## config.mk

```make
export PLATFORM = sky130hd
export DESIGN_NAME = thread_sched_flat
export DESIGN_NICKNAME = d
export VERILOG_FILES = /design/src/rtl/mt_pkg.sv /design/src/rtl/thread_sched_if.sv /design/src/rtl/rr_pick.sv /design/src/rtl/thread_sched.sv /design/src/flat_wrapper.sv
export SDC_FILE = /design/constraint.sdc
export NUM_CORES = 1
export LEC_CHECK = 0
export CAP_MARGIN = 25
export CORE_MARGIN = 10
export CORE_UTILIZATION = 45
export CTS_CLUSTER_DIAMETER = 120
export DETAILED_ROUTE_END_ITERATION = 10
export GPL_ROUTABILITY_DRIVEN = 0
export PLACE_DENSITY = 0.77
export SKIP_CTS_REPAIR_TIMING = 1
export SYNTH_ARGS = -nofsm -noshare
export SYNTH_HDL_FRONTEND = slang
export SYNTH_HIERARCHICAL = 1
export SYNTH_SLANG_ARGS = --single-unit
```

## constraint.sdc

```tcl
create_clock -name clk -period 2.4 [get_ports clk]
set_input_delay 0.24 -clock clk [delete_from_list [all_inputs] [get_ports clk]]
set_output_delay 0.24 -clock clk [all_outputs]
set_load 0.02 [all_outputs]
```

## src/rtl/mt_pkg.sv

```systemverilog
// Shared definitions for the hardware thread scheduler.
//   NUM_THREADS : default number of hardware thread contexts
//   TID_W       : default thread-id width, log2(NUM_THREADS)
//   sched_state_t : scheduler FSM state encoding
package mt_pkg;

  localparam int NUM_THREADS = 4;
  localparam int TID_W       = 2;

  typedef enum logic [1:0] {
    ST_IDLE = 2'd0,
    ST_RUN  = 2'd1,
    ST_DONE = 2'd2
  } sched_state_t;

endpackage

```

## src/rtl/thread_sched_if.sv

```systemverilog
// Signal bundle between the core front end and the thread scheduler.
//   start/start_mask      : launch a thread group (one-cycle pulse + mask)
//   ready                 : per-thread "may issue this cycle"
//   halt_valid/halt_tid   : a thread retired HALT this cycle
//   issue_stall           : global pipeline freeze
//   issue_valid/issue_tid : registered fetch selection
//   active_mask           : threads launched and not yet halted
//   busy/all_done         : scheduler in RUN / in DONE
// master drives the requests; slave is the scheduler.
interface thread_sched_if #(
  parameter int NUM_THREADS = mt_pkg::NUM_THREADS,
  parameter int TID_W       = mt_pkg::TID_W
);

  logic                   start;
  logic [NUM_THREADS-1:0] start_mask;
  logic [NUM_THREADS-1:0] ready;
  logic                   halt_valid;
  logic [TID_W-1:0]       halt_tid;
  logic                   issue_stall;
  logic                   issue_valid;
  logic [TID_W-1:0]       issue_tid;
  logic [NUM_THREADS-1:0] active_mask;
  logic                   busy;
  logic                   all_done;

  modport master (
    output start, start_mask, ready, halt_valid, halt_tid, issue_stall,
    input  issue_valid, issue_tid, active_mask, busy, all_done
  );

  modport slave (
    input  start, start_mask, ready, halt_valid, halt_tid, issue_stall,
    output issue_valid, issue_tid, active_mask, busy, all_done
  );

endinterface

```

## src/rtl/rr_pick.sv

```systemverilog
// Combinational rotate-priority picker.
//   req         : request vector, one bit per thread
//   last_tid    : most recently granted thread; search starts just after it
//   grant_valid : at least one request present
//   grant_tid   : first requesting thread strictly after last_tid (wrapping);
//                 equals last_tid when nothing is requested
module rr_pick #(
  parameter int NUM_THREADS = mt_pkg::NUM_THREADS,
  parameter int TID_W       = mt_pkg::TID_W
) (
  input  logic [NUM_THREADS-1:0] req,
  input  logic [TID_W-1:0]       last_tid,
  output logic                   grant_valid,
  output logic [TID_W-1:0]       grant_tid
);

  logic [TID_W-1:0] idx;

  // Offsets 1..NUM_THREADS; the final offset lands back on last_tid itself,
  // so a lone requester is granted again. TID_W-bit addition wraps modulo
  // NUM_THREADS because the thread count is a power of two.
  always_comb begin
    grant_valid = 1'b0;
    grant_tid   = last_tid;
    idx         = '0;
    for (int i = 1; i <= NUM_THREADS; i++) begin
      idx = last_tid + TID_W'(i);
      if (!grant_valid && req[idx]) begin
        grant_valid = 1'b1;
        grant_tid   = idx;
      end
    end
  end

endmodule

```

## src/rtl/thread_sched.sv

```systemverilog
// Hardware thread scheduler: launches a group of thread contexts, issues one
// eligible thread per cycle in round-robin order, retires threads on HALT and
// reports completion.
//   clk : core clock, rising edge
//   rst : synchronous active-high reset
//   bus : thread_sched_if slave port (launch, readiness, halt, stall inputs;
//         issue selection, active mask and status outputs)
module thread_sched #(
  parameter int NUM_THREADS = mt_pkg::NUM_THREADS,
  parameter int TID_W       = mt_pkg::TID_W
) (
  input  logic           clk,
  input  logic           rst,
  thread_sched_if.slave  bus
);

  import mt_pkg::*;

  sched_state_t           state_q, state_d;
  logic                   issue_valid_q, issue_valid_d;
  logic [TID_W-1:0]       issue_tid_q, issue_tid_d;
  logic [TID_W-1:0]       last_tid_q, last_tid_d;
  logic [NUM_THREADS-1:0] active_q, active_d;

  logic [NUM_THREADS-1:0] halt_oh;
  logic [NUM_THREADS-1:0] surviving;
  logic [NUM_THREADS-1:0] eligible;
  logic                   grant_valid;
  logic [TID_W-1:0]       grant_tid;

  // A thread halting this cycle is removed both from the active set and from
  // this cycle's eligible set, so it can never be issued after its HALT.
  assign halt_oh   = bus.halt_valid ? (NUM_THREADS'(1) << bus.halt_tid) : '0;
  assign surviving = active_q & ~halt_oh;
  assign eligible  = surviving & bus.ready;

  rr_pick #(
    .NUM_THREADS (NUM_THREADS),
    .TID_W       (TID_W)
  ) u_pick (
    .req         (eligible),
    .last_tid    (last_tid_q),
    .grant_valid (grant_valid),
    .grant_tid   (grant_tid)
  );

  always_ff @(posedge clk) begin
    if (rst) begin
      state_q       <= ST_IDLE;
      issue_valid_q <= 1'b0;
      issue_tid_q   <= '0;
      last_tid_q    <= TID_W'(NUM_THREADS - 1);
      active_q      <= '0;
    end else begin
      state_q       <= state_d;
      issue_valid_q <= issue_valid_d;
      issue_tid_q   <= issue_tid_d;
      last_tid_q    <= last_tid_d;
      active_q      <= active_d;
    end
  end

  // last_tid restarts at NUM_THREADS-1 on every launch so the first pick
  // searches from thread 0. The all-halted check comes before the stall
  // check: a group finishing during a freeze still drops issue_valid.
  always_comb begin
    state_d       = state_q;
    issue_valid_d = 1'b0;
    issue_tid_d   = issue_tid_q;
    last_tid_d    = last_tid_q;
    active_d      = active_q;
    case (state_q)
      ST_IDLE, ST_DONE: begin
        if (bus.start) begin
          if (|bus.start_mask) begin
            state_d    = ST_RUN;
            active_d   = bus.start_mask;
            last_tid_d = TID_W'(NUM_THREADS - 1);
          end else begin
            state_d  = ST_DONE;
            active_d = '0;
          end
        end
      end
      ST_RUN: begin
        active_d = surviving;
        if (surviving == '0) begin
          state_d = ST_DONE;
        end else if (bus.issue_stall) begin
          issue_valid_d = issue_valid_q;
        end else if (grant_valid) begin
          issue_valid_d = 1'b1;
          issue_tid_d   = grant_tid;
          last_tid_d    = grant_tid;
        end
      end
      default: begin
        state_d = ST_IDLE;
      end
    endcase
  end

  assign bus.issue_valid = issue_valid_q;
  assign bus.issue_tid   = issue_tid_q;
  assign bus.active_mask = active_q;
  assign bus.busy        = (state_q == ST_RUN);
  assign bus.all_done    = (state_q == ST_DONE);

endmodule
```

## src/flat_wrapper.sv

```systemverilog
// flat-port wrapper written by rule: the top's interface ports become plain ports
module thread_sched_flat import mt_pkg::*;
#(
  parameter int NUM_THREADS = mt_pkg::NUM_THREADS,
  parameter int TID_W       = mt_pkg::TID_W
)
  (clk, rst, bus_start, bus_start_mask, bus_ready, bus_halt_valid, bus_halt_tid, bus_issue_stall, bus_issue_valid, bus_issue_tid, bus_active_mask, bus_busy, bus_all_done);
  thread_sched_if #(.NUM_THREADS(NUM_THREADS), .TID_W(TID_W)) bus_i ();
  input  logic clk;
  input  logic rst;
  input wire logic [$bits(bus_i.start)-1:0] bus_start;
  input wire logic [$bits(bus_i.start_mask)-1:0] bus_start_mask;
  input wire logic [$bits(bus_i.ready)-1:0] bus_ready;
  input wire logic [$bits(bus_i.halt_valid)-1:0] bus_halt_valid;
  input wire logic [$bits(bus_i.halt_tid)-1:0] bus_halt_tid;
  input wire logic [$bits(bus_i.issue_stall)-1:0] bus_issue_stall;
  output wire logic [$bits(bus_i.issue_valid)-1:0] bus_issue_valid;
  output wire logic [$bits(bus_i.issue_tid)-1:0] bus_issue_tid;
  output wire logic [$bits(bus_i.active_mask)-1:0] bus_active_mask;
  output wire logic [$bits(bus_i.busy)-1:0] bus_busy;
  output wire logic [$bits(bus_i.all_done)-1:0] bus_all_done;
  assign bus_i.start = bus_start;
  assign bus_i.start_mask = bus_start_mask;
  assign bus_i.ready = bus_ready;
  assign bus_i.halt_valid = bus_halt_valid;
  assign bus_i.halt_tid = bus_halt_tid;
  assign bus_i.issue_stall = bus_issue_stall;
  assign bus_issue_valid = bus_i.issue_valid;
  assign bus_issue_tid = bus_i.issue_tid;
  assign bus_active_mask = bus_i.active_mask;
  assign bus_busy = bus_i.busy;
  assign bus_all_done = bus_i.all_done;
  thread_sched #(.NUM_THREADS(NUM_THREADS), .TID_W(TID_W)) u_core (.clk(clk), .rst(rst), .bus(bus_i));
endmodule
```

# --- Word level (Yosys, flattened, before mapping) ---
# Index checks and enable logic that the tools add are counted.
classes:
  addsub: 3
  shift: 1
  bitwise: 6
  n_div: 0
  order_cmp: 4
  eq_ne: 8
  mul: 0
  n_reduce_logical: 16
  mux: 31
op_table:
  columns: ["operator", "count"]
  rows:
  - ["2-bit two-way mux", 12]
  - ["2-bit by 3-bit less-than comparator with 1-bit output (second input constant)", 4]
  - ["4-bit two-way mux", 3]
  - ["1-bit two-way mux", 9]
  - ["4-bit bitwise AND", 2]
  - ["1-bit binary-select mux with 2-bit select", 4]
  - ["2-bit case mux with 2 select lines", 2]
  - ["4-bit case mux with 2 select lines", 1]
  - ["2-bit by 1-bit inequality test with 1-bit output (second input constant)", 3]
  - ["2-bit inequality test (second input constant)", 3]
  - ["6-bit AND reduction", 1]
  - ["2-bit adder (second input constant)", 2]
  - ["4-bit logical NOT", 1]
  - ["4-bit inverter", 1]
  - ["2-bit AND reduction", 2]
  - ["4-bit AND reduction", 1]
  - ["4-bit OR reduction", 1]
  - ["1-bit by 2-bit << shifter with 4-bit output (first input constant)", 1]
  - ["1-bit logical AND", 3]
  - ["1-bit logical NOT", 3]
  - ["1-bit inverter", 3]
  - ["3-bit OR reduction", 1]
  - ["2-bit by 1-bit adder with 2-bit output (second input constant)", 1]
  - ["2-bit by 1-bit equality test with 1-bit output (second input constant)", 1]
  - ["4 further kinds", 4]
totals:
  ramBits: 0
  elab_cells: 74
  reg_bits: 11
  latchBits: 0
  inputBits: 15
  mem_count: 0
  romBits: 0

# --- Logic depth before layout (Yosys ltp) ---
logic_depth:
  ltp_word: 21
  ltp_mapped: 8
  ltp_nobuf: 7

# --- Modules after synthesis ---
# Netlist, hierarchy kept.
modules_own_cells:
  columns: ["mod", "n_inst", "cells_per_inst", "area_each_um2"]
  rows:
  - ["thread_sched", 1, 86, 694.4]
  - ["rr_pick", 1, 14, 82.6]

# --- Worst setup path after synthesis ---
# No wires, ideal clock.
synth_timing:
  path_kind: "input port to flip-flop"
  from: "input bus_halt_tid[0]"
  to: "register u_core.last_tid_q[1]"
  t_arrival_ns: 1.826
  path_stages: 8
  path_slack_ns: 0.479
  path_buffers: 1
  cell_sequence: "buf_6 -> nand3b_1 -> and3_1 -> or4_1 -> nand4bb_1 -> or4_4 -> nand2_2 -> a221oi_1"
synth_via:
  word_cells_on_any_way: 35
synth_rtl:
  columns: ["item", "line", "rtl"]
  rows:
  - ["start: declaration", "flat_wrapper.sv:15", "input wire logic [$bits(bus_i.halt_tid)-1:0] bus_halt_tid;"]
  - ["1-bit by 2-bit << shifter with 4-bit output *", "thread_sched.sv:33", "assign halt_oh = bus.halt_valid ? (NUM_THREADS'(1) << bus.halt_tid) : '0;"]
  - ["4-bit two-way mux *", "thread_sched.sv:33", null]
  - ["4-bit inverter *", "thread_sched.sv:34", "assign surviving = active_q & ~halt_oh;"]
  - ["4-bit bitwise AND *", "thread_sched.sv:34", null]
  - ["4-bit bitwise AND *", "thread_sched.sv:35", "assign eligible = surviving & bus.ready;"]
  - ["via u_core.eligible[2]", "thread_sched.sv:27", "logic [NUM_THREADS-1:0] eligible;"]
  - ["1-bit binary-select mux with 2-bit select", "rr_pick.sv:28", "if (!grant_valid && req[idx]) begin"]
  - ["1-bit two-way mux (implied by the code)", "rr_pick.sv:28", null]
  - ["[5 not listed]", null, null]
  - ["1-bit logical AND", "rr_pick.sv:28", null]
  - ["1-bit two-way mux", "rr_pick.sv:28", null]
  - ["1-bit logical NOT", "rr_pick.sv:28", null]
  - ["1-bit logical AND", "rr_pick.sv:28", null]
  - ["1-bit two-way mux *", "rr_pick.sv:28", null]
  - ["via u_core.grant_valid", "thread_sched.sv:28", "logic grant_valid;"]
  - ["2-bit by 1-bit inequality test with 1-bit output (no line) *", null, null]
  - ["6-bit AND reduction (no line) *", null, null]
  - ["end signal: assignment", "thread_sched.sv:52", "last_tid_q <= TID_W'(NUM_THREADS - 1);"]
  - ["end signal: assignment", "thread_sched.sv:58", "last_tid_q <= last_tid_d;"]
  - ["end: declaration", "thread_sched.sv:22", "logic [TID_W-1:0] last_tid_q, last_tid_d;"]
# The timed path passes the listed nets; every way through them passes the cells marked *. The select of a mux whose other input is x is not followed.
# A chain may end at the register's enable or synchronous reset.

# --- Worst setup path after layout ---
layout_timing:
  from: "input bus_halt_tid[1]"
  to: "register u_core.last_tid_q[0]"
# Same word-level chain as after synthesis.

==> metrics.cfg <==
[global_route]
antenna_found_initial = 0
grt_first_pass_wirelength_um = 3774
first_global_vias = 912
grt_max_degree = 16
grt.overflow.total = 0
grt_usage_pct = 13.29

[logic_synthesis]
syn_area_um2 = 777.0
yosys.cell_types.count = 31
ys_seq_elements = 11
ys_seq_area_share_pct = 28.34
syn_inst = 100
synth.avg_cell_area_um2 = 7.770
syn-num-nets = 115
yosysWarnings = 6

[routing]
drc = 0
drt-pass1-iter-count = 4
wl_per_cell_um = 15.42
drt_iter0_drc = 17
via_per_inst = 6.007
vias = 895
ant_nets = 0
wirelength_um = 2297

[worst_hold_path]
hold_class = flop to flop
worst_hold_path.num_cells = 2
hold_end = u_core/bus.issue_tid[0]
hp-start = u_core/bus.issue_tid[0]

[clocking]
clk_pin_slew_worst_paths_ps = 70
htree_levels = 1
cts_tree = built
cts_buffers = 3
worstSkewPairLatency_ps = 280
cts_buffer_depth = 2
root_buffer = clkbuf_4
cts_sinks = 11

[pwr]
p_leak_uw = 0.0004204
p_switching_uw = 145.4
power_density_mw_per_mm2 = 430.5
p_sw_share_pct = 30.90
seqPwrFrac_pct = 42.7
p_clk_share_pct = 28.0
ir_worst_vdd_v = 0.0003778
comb_power_share_pct = 29.3
intPower_uw = 325.3

[placement]
place_ws_ps = -16.23
hpwl_um = 1850
dp.cells = 145
postPlaceCellArea_mm2 = 0.001067
portBuffers = 23

[timing]
hold_viol = 0
fin_ws_ps = 286.3
maxSlewHeadroom_pct = 62.73
fmax_mhz = 473.1
final.min_clock_period_ps = 2114
rsz0062_at_grt = no
setup_violations = 0
fin_skew_ps = 3.138
drv_slew = 0
worst_slew_pin_slew_ps = 554.0
finalCritPeriodShare_pct = 88.07

[floorplan]
io_pins = 24
chipWidth_um = 61.56
fp.coreArea_mm2 = 0.001577
initial_core_util_pct = 49.29
die_y_um = 61.56
fp-row-count = 14
dieArea_mm2 = 0.003789

[cells_and_area]
fin_area_mm2 = 0.001094
area_delta_synth_final_pct = 40.74
fin_nets = 149
finalNonFillerCells = 149
drive_gt1_share_pct = 12.03
nFillCells = 149
diodes = 0

[critical_path]
rrSetupSlack_ps = 460
critical-path-top-delay-family = simple AND/OR/NAND/NOR gates
r2r-start = u_core/bus.active_mask[1]
worst-path-max-fanout = 4
cp-end-kind = flop
rr_worst_depth = 7
crit_type = input port to flop
critical-path-slowest-cell = clkdlybuf4s50_1
crit_arrival_ps = 2300
crit_chain = clkdlybuf4s50_1 -> nand3b_1 -> and3_1 -> or4_1 -> nand4bb_1 -> or4_4 -> nand2_2 -> a221oi_1
worst_ep_required_time_ps = 2590
critPathLaunchType = input port
r2r-end = u_core/bus.issue_tid[1]
crit_buf_inv = 1
cpPeakStageDelay_ps = 530

[outcome]
outcome = complete, no violations

[flow_run]
cap_violations = 0

stage by stage:
step                utilization, %  hold slack, ps  setup TNS, ps  total power [uW]
floorplan                        -           380.5              0             273.4
global placement             67.70           471.2              0             339.5
detailed placement           67.70           469.6         -31.49             342.3
CTS                          69.37           482.8              0             475.3
global route                 69.37           508.9              0             497.5
finish                       69.37           480.2              0             470.7
state kept, by name, summed over array words and instances (netlist names):
| name | cells |
|---|---|
| u_core/bus.active_mask | 4 |
| u_core/state_q | 2 |
| u_core/last_tid_q | 2 |
| u_core/bus.issue_valid | 1 |
| u_core/bus.issue_tid | 2 |
cells in the mapped netlist:
cell type	n	share of area, %
a21oi_1	13	8.4
dfxtp_1	11	28
nor2_1	9	4.3
nand2_1	7	3.4
nor3_1	7	4.5
o21ai_0	7	4.5
inv_1	5	2.4
nor4_1	5	4.0
nand2b_1	4	3.2
nor2b_1	4	3.2
a31oi_1	3	2.4
mux2i_1	3	3.9
a221oi_1	2	2.3
nand3_1	2	1.3
or4_4	2	2.9
a221o_1	1	1.3
and2_1	1	0.81
and3_1	1	0.81
and4b_1	1	1.3
and4bb_1	1	1.6
buf_6	1	1.4
dlygate4sd1_1	1	1.1
nand2_2	1	0.81
nand3b_1	1	0.97
nand4bb_1	1	1.4
nor4b_2	1	1.9
nor4bb_4	1	3.2
o22ai_1	1	0.81
o2bb2ai_1	1	1.1
o32a_1	1	1.3
or4_1	1	0.97
cells in the final DEF, fill, tap and decap left out:
master           netlist  routed
clkbuf_1               0       1
a221o_1                1       1
or4_1                  1       1
clkbuf_4               0       3
dfxtp_1               11      11
a221oi_1               2       2
and4b_1                1       1
o21ai_0                7       7
nor4b_2                1       1
nand2_2                1       1
o2bb2ai_1              1       1
nor4_1                 5       5
nor2b_1                4       4
mux2i_1                3       3
buf_4                  0       8
clkdlybuf4s50_1        0      23
and4bb_1               1       1
nand3b_1               1       1
o32a_1                 1       1
and3_1                 1       1
nand3_1                2       2
nor4bb_4               1       1
or4_4                  2       2
a21oi_1               13      13
nand2_1                7       7
a31oi_1                3       3
inv_1                  5       5
nand2b_1               4       4
nand4bb_1              1       1
o22ai_1                1       1
and2_1                 1       1
nor2_1                 9       9
nor3_1                 7       7
per-layer routing:
metal  track usage [%]  wire length (um)  part of all wire [%]  vias up
li1                  -                 -                     -      447
met1             13.56               990                    43      403
met4             8.917                74                   3.2        0
met2             21.52              1071                    47       37
met5                 0                 0                     0        -
met3             5.967               160                   7.0        8
worst register-to-register path: stages, from the launching register on:
cell and delay (ps):
dfxtp_1 410, nand2_1 90, a21oi_1 300, or4_1 190, nand4bb_1 180, or4_4 480
nand3_1 110, a21oi_1 60
worst max path at each step:
stage | start | end | slack, ps | cells after the start
after global routing | bus_halt_valid | u_core/last_tid_q[0] | 70 | 8
final | bus_halt_tid[1] | u_core/last_tid_q[0] | 290 | 8
after detailed placement | bus_halt_tid[1] | u_core/last_tid_q[0] | -20 | 8
after floorplan | bus_halt_tid[0] | u_core/last_tid_q[1] | 480 | 8
after global placement | bus_halt_tid[1] | u_core/last_tid_q[1] | 40 | 8
after CTS | bus_halt_tid[1] | u_core/last_tid_q[0] | 270 | 8
power by group through the flow:
stage	Combinational [uW]	Clock (uW)	Sequential [uW]
after global routing	151	145	202
final	138	132	201
after global placement	135	0	205
after CTS	138	137	201
after floorplan	65.8	0	208
after detailed placement	137	0	205
cells by family after synthesis:
group	share of synthesized area, %
simple gates	40.74
compound gates	22.06
flops	28.34
buf+inv	4.992
mux	3.865
area by class of cell:
cell class / count / area [um^2] / area share [%]
multi-input combinational: 82 / 518.0 / 47.37
timing repair buffer: 31 / 290.3 / 26.54
sequential: 11 / 220.2 / 20.14
clock buffer: 4 / 26.28 / 2.403
tap: 16 / 20.02 / 1.831
inverter: 5 / 18.77 / 1.716
No activity file was read; power rests on OpenSTA's default activity.
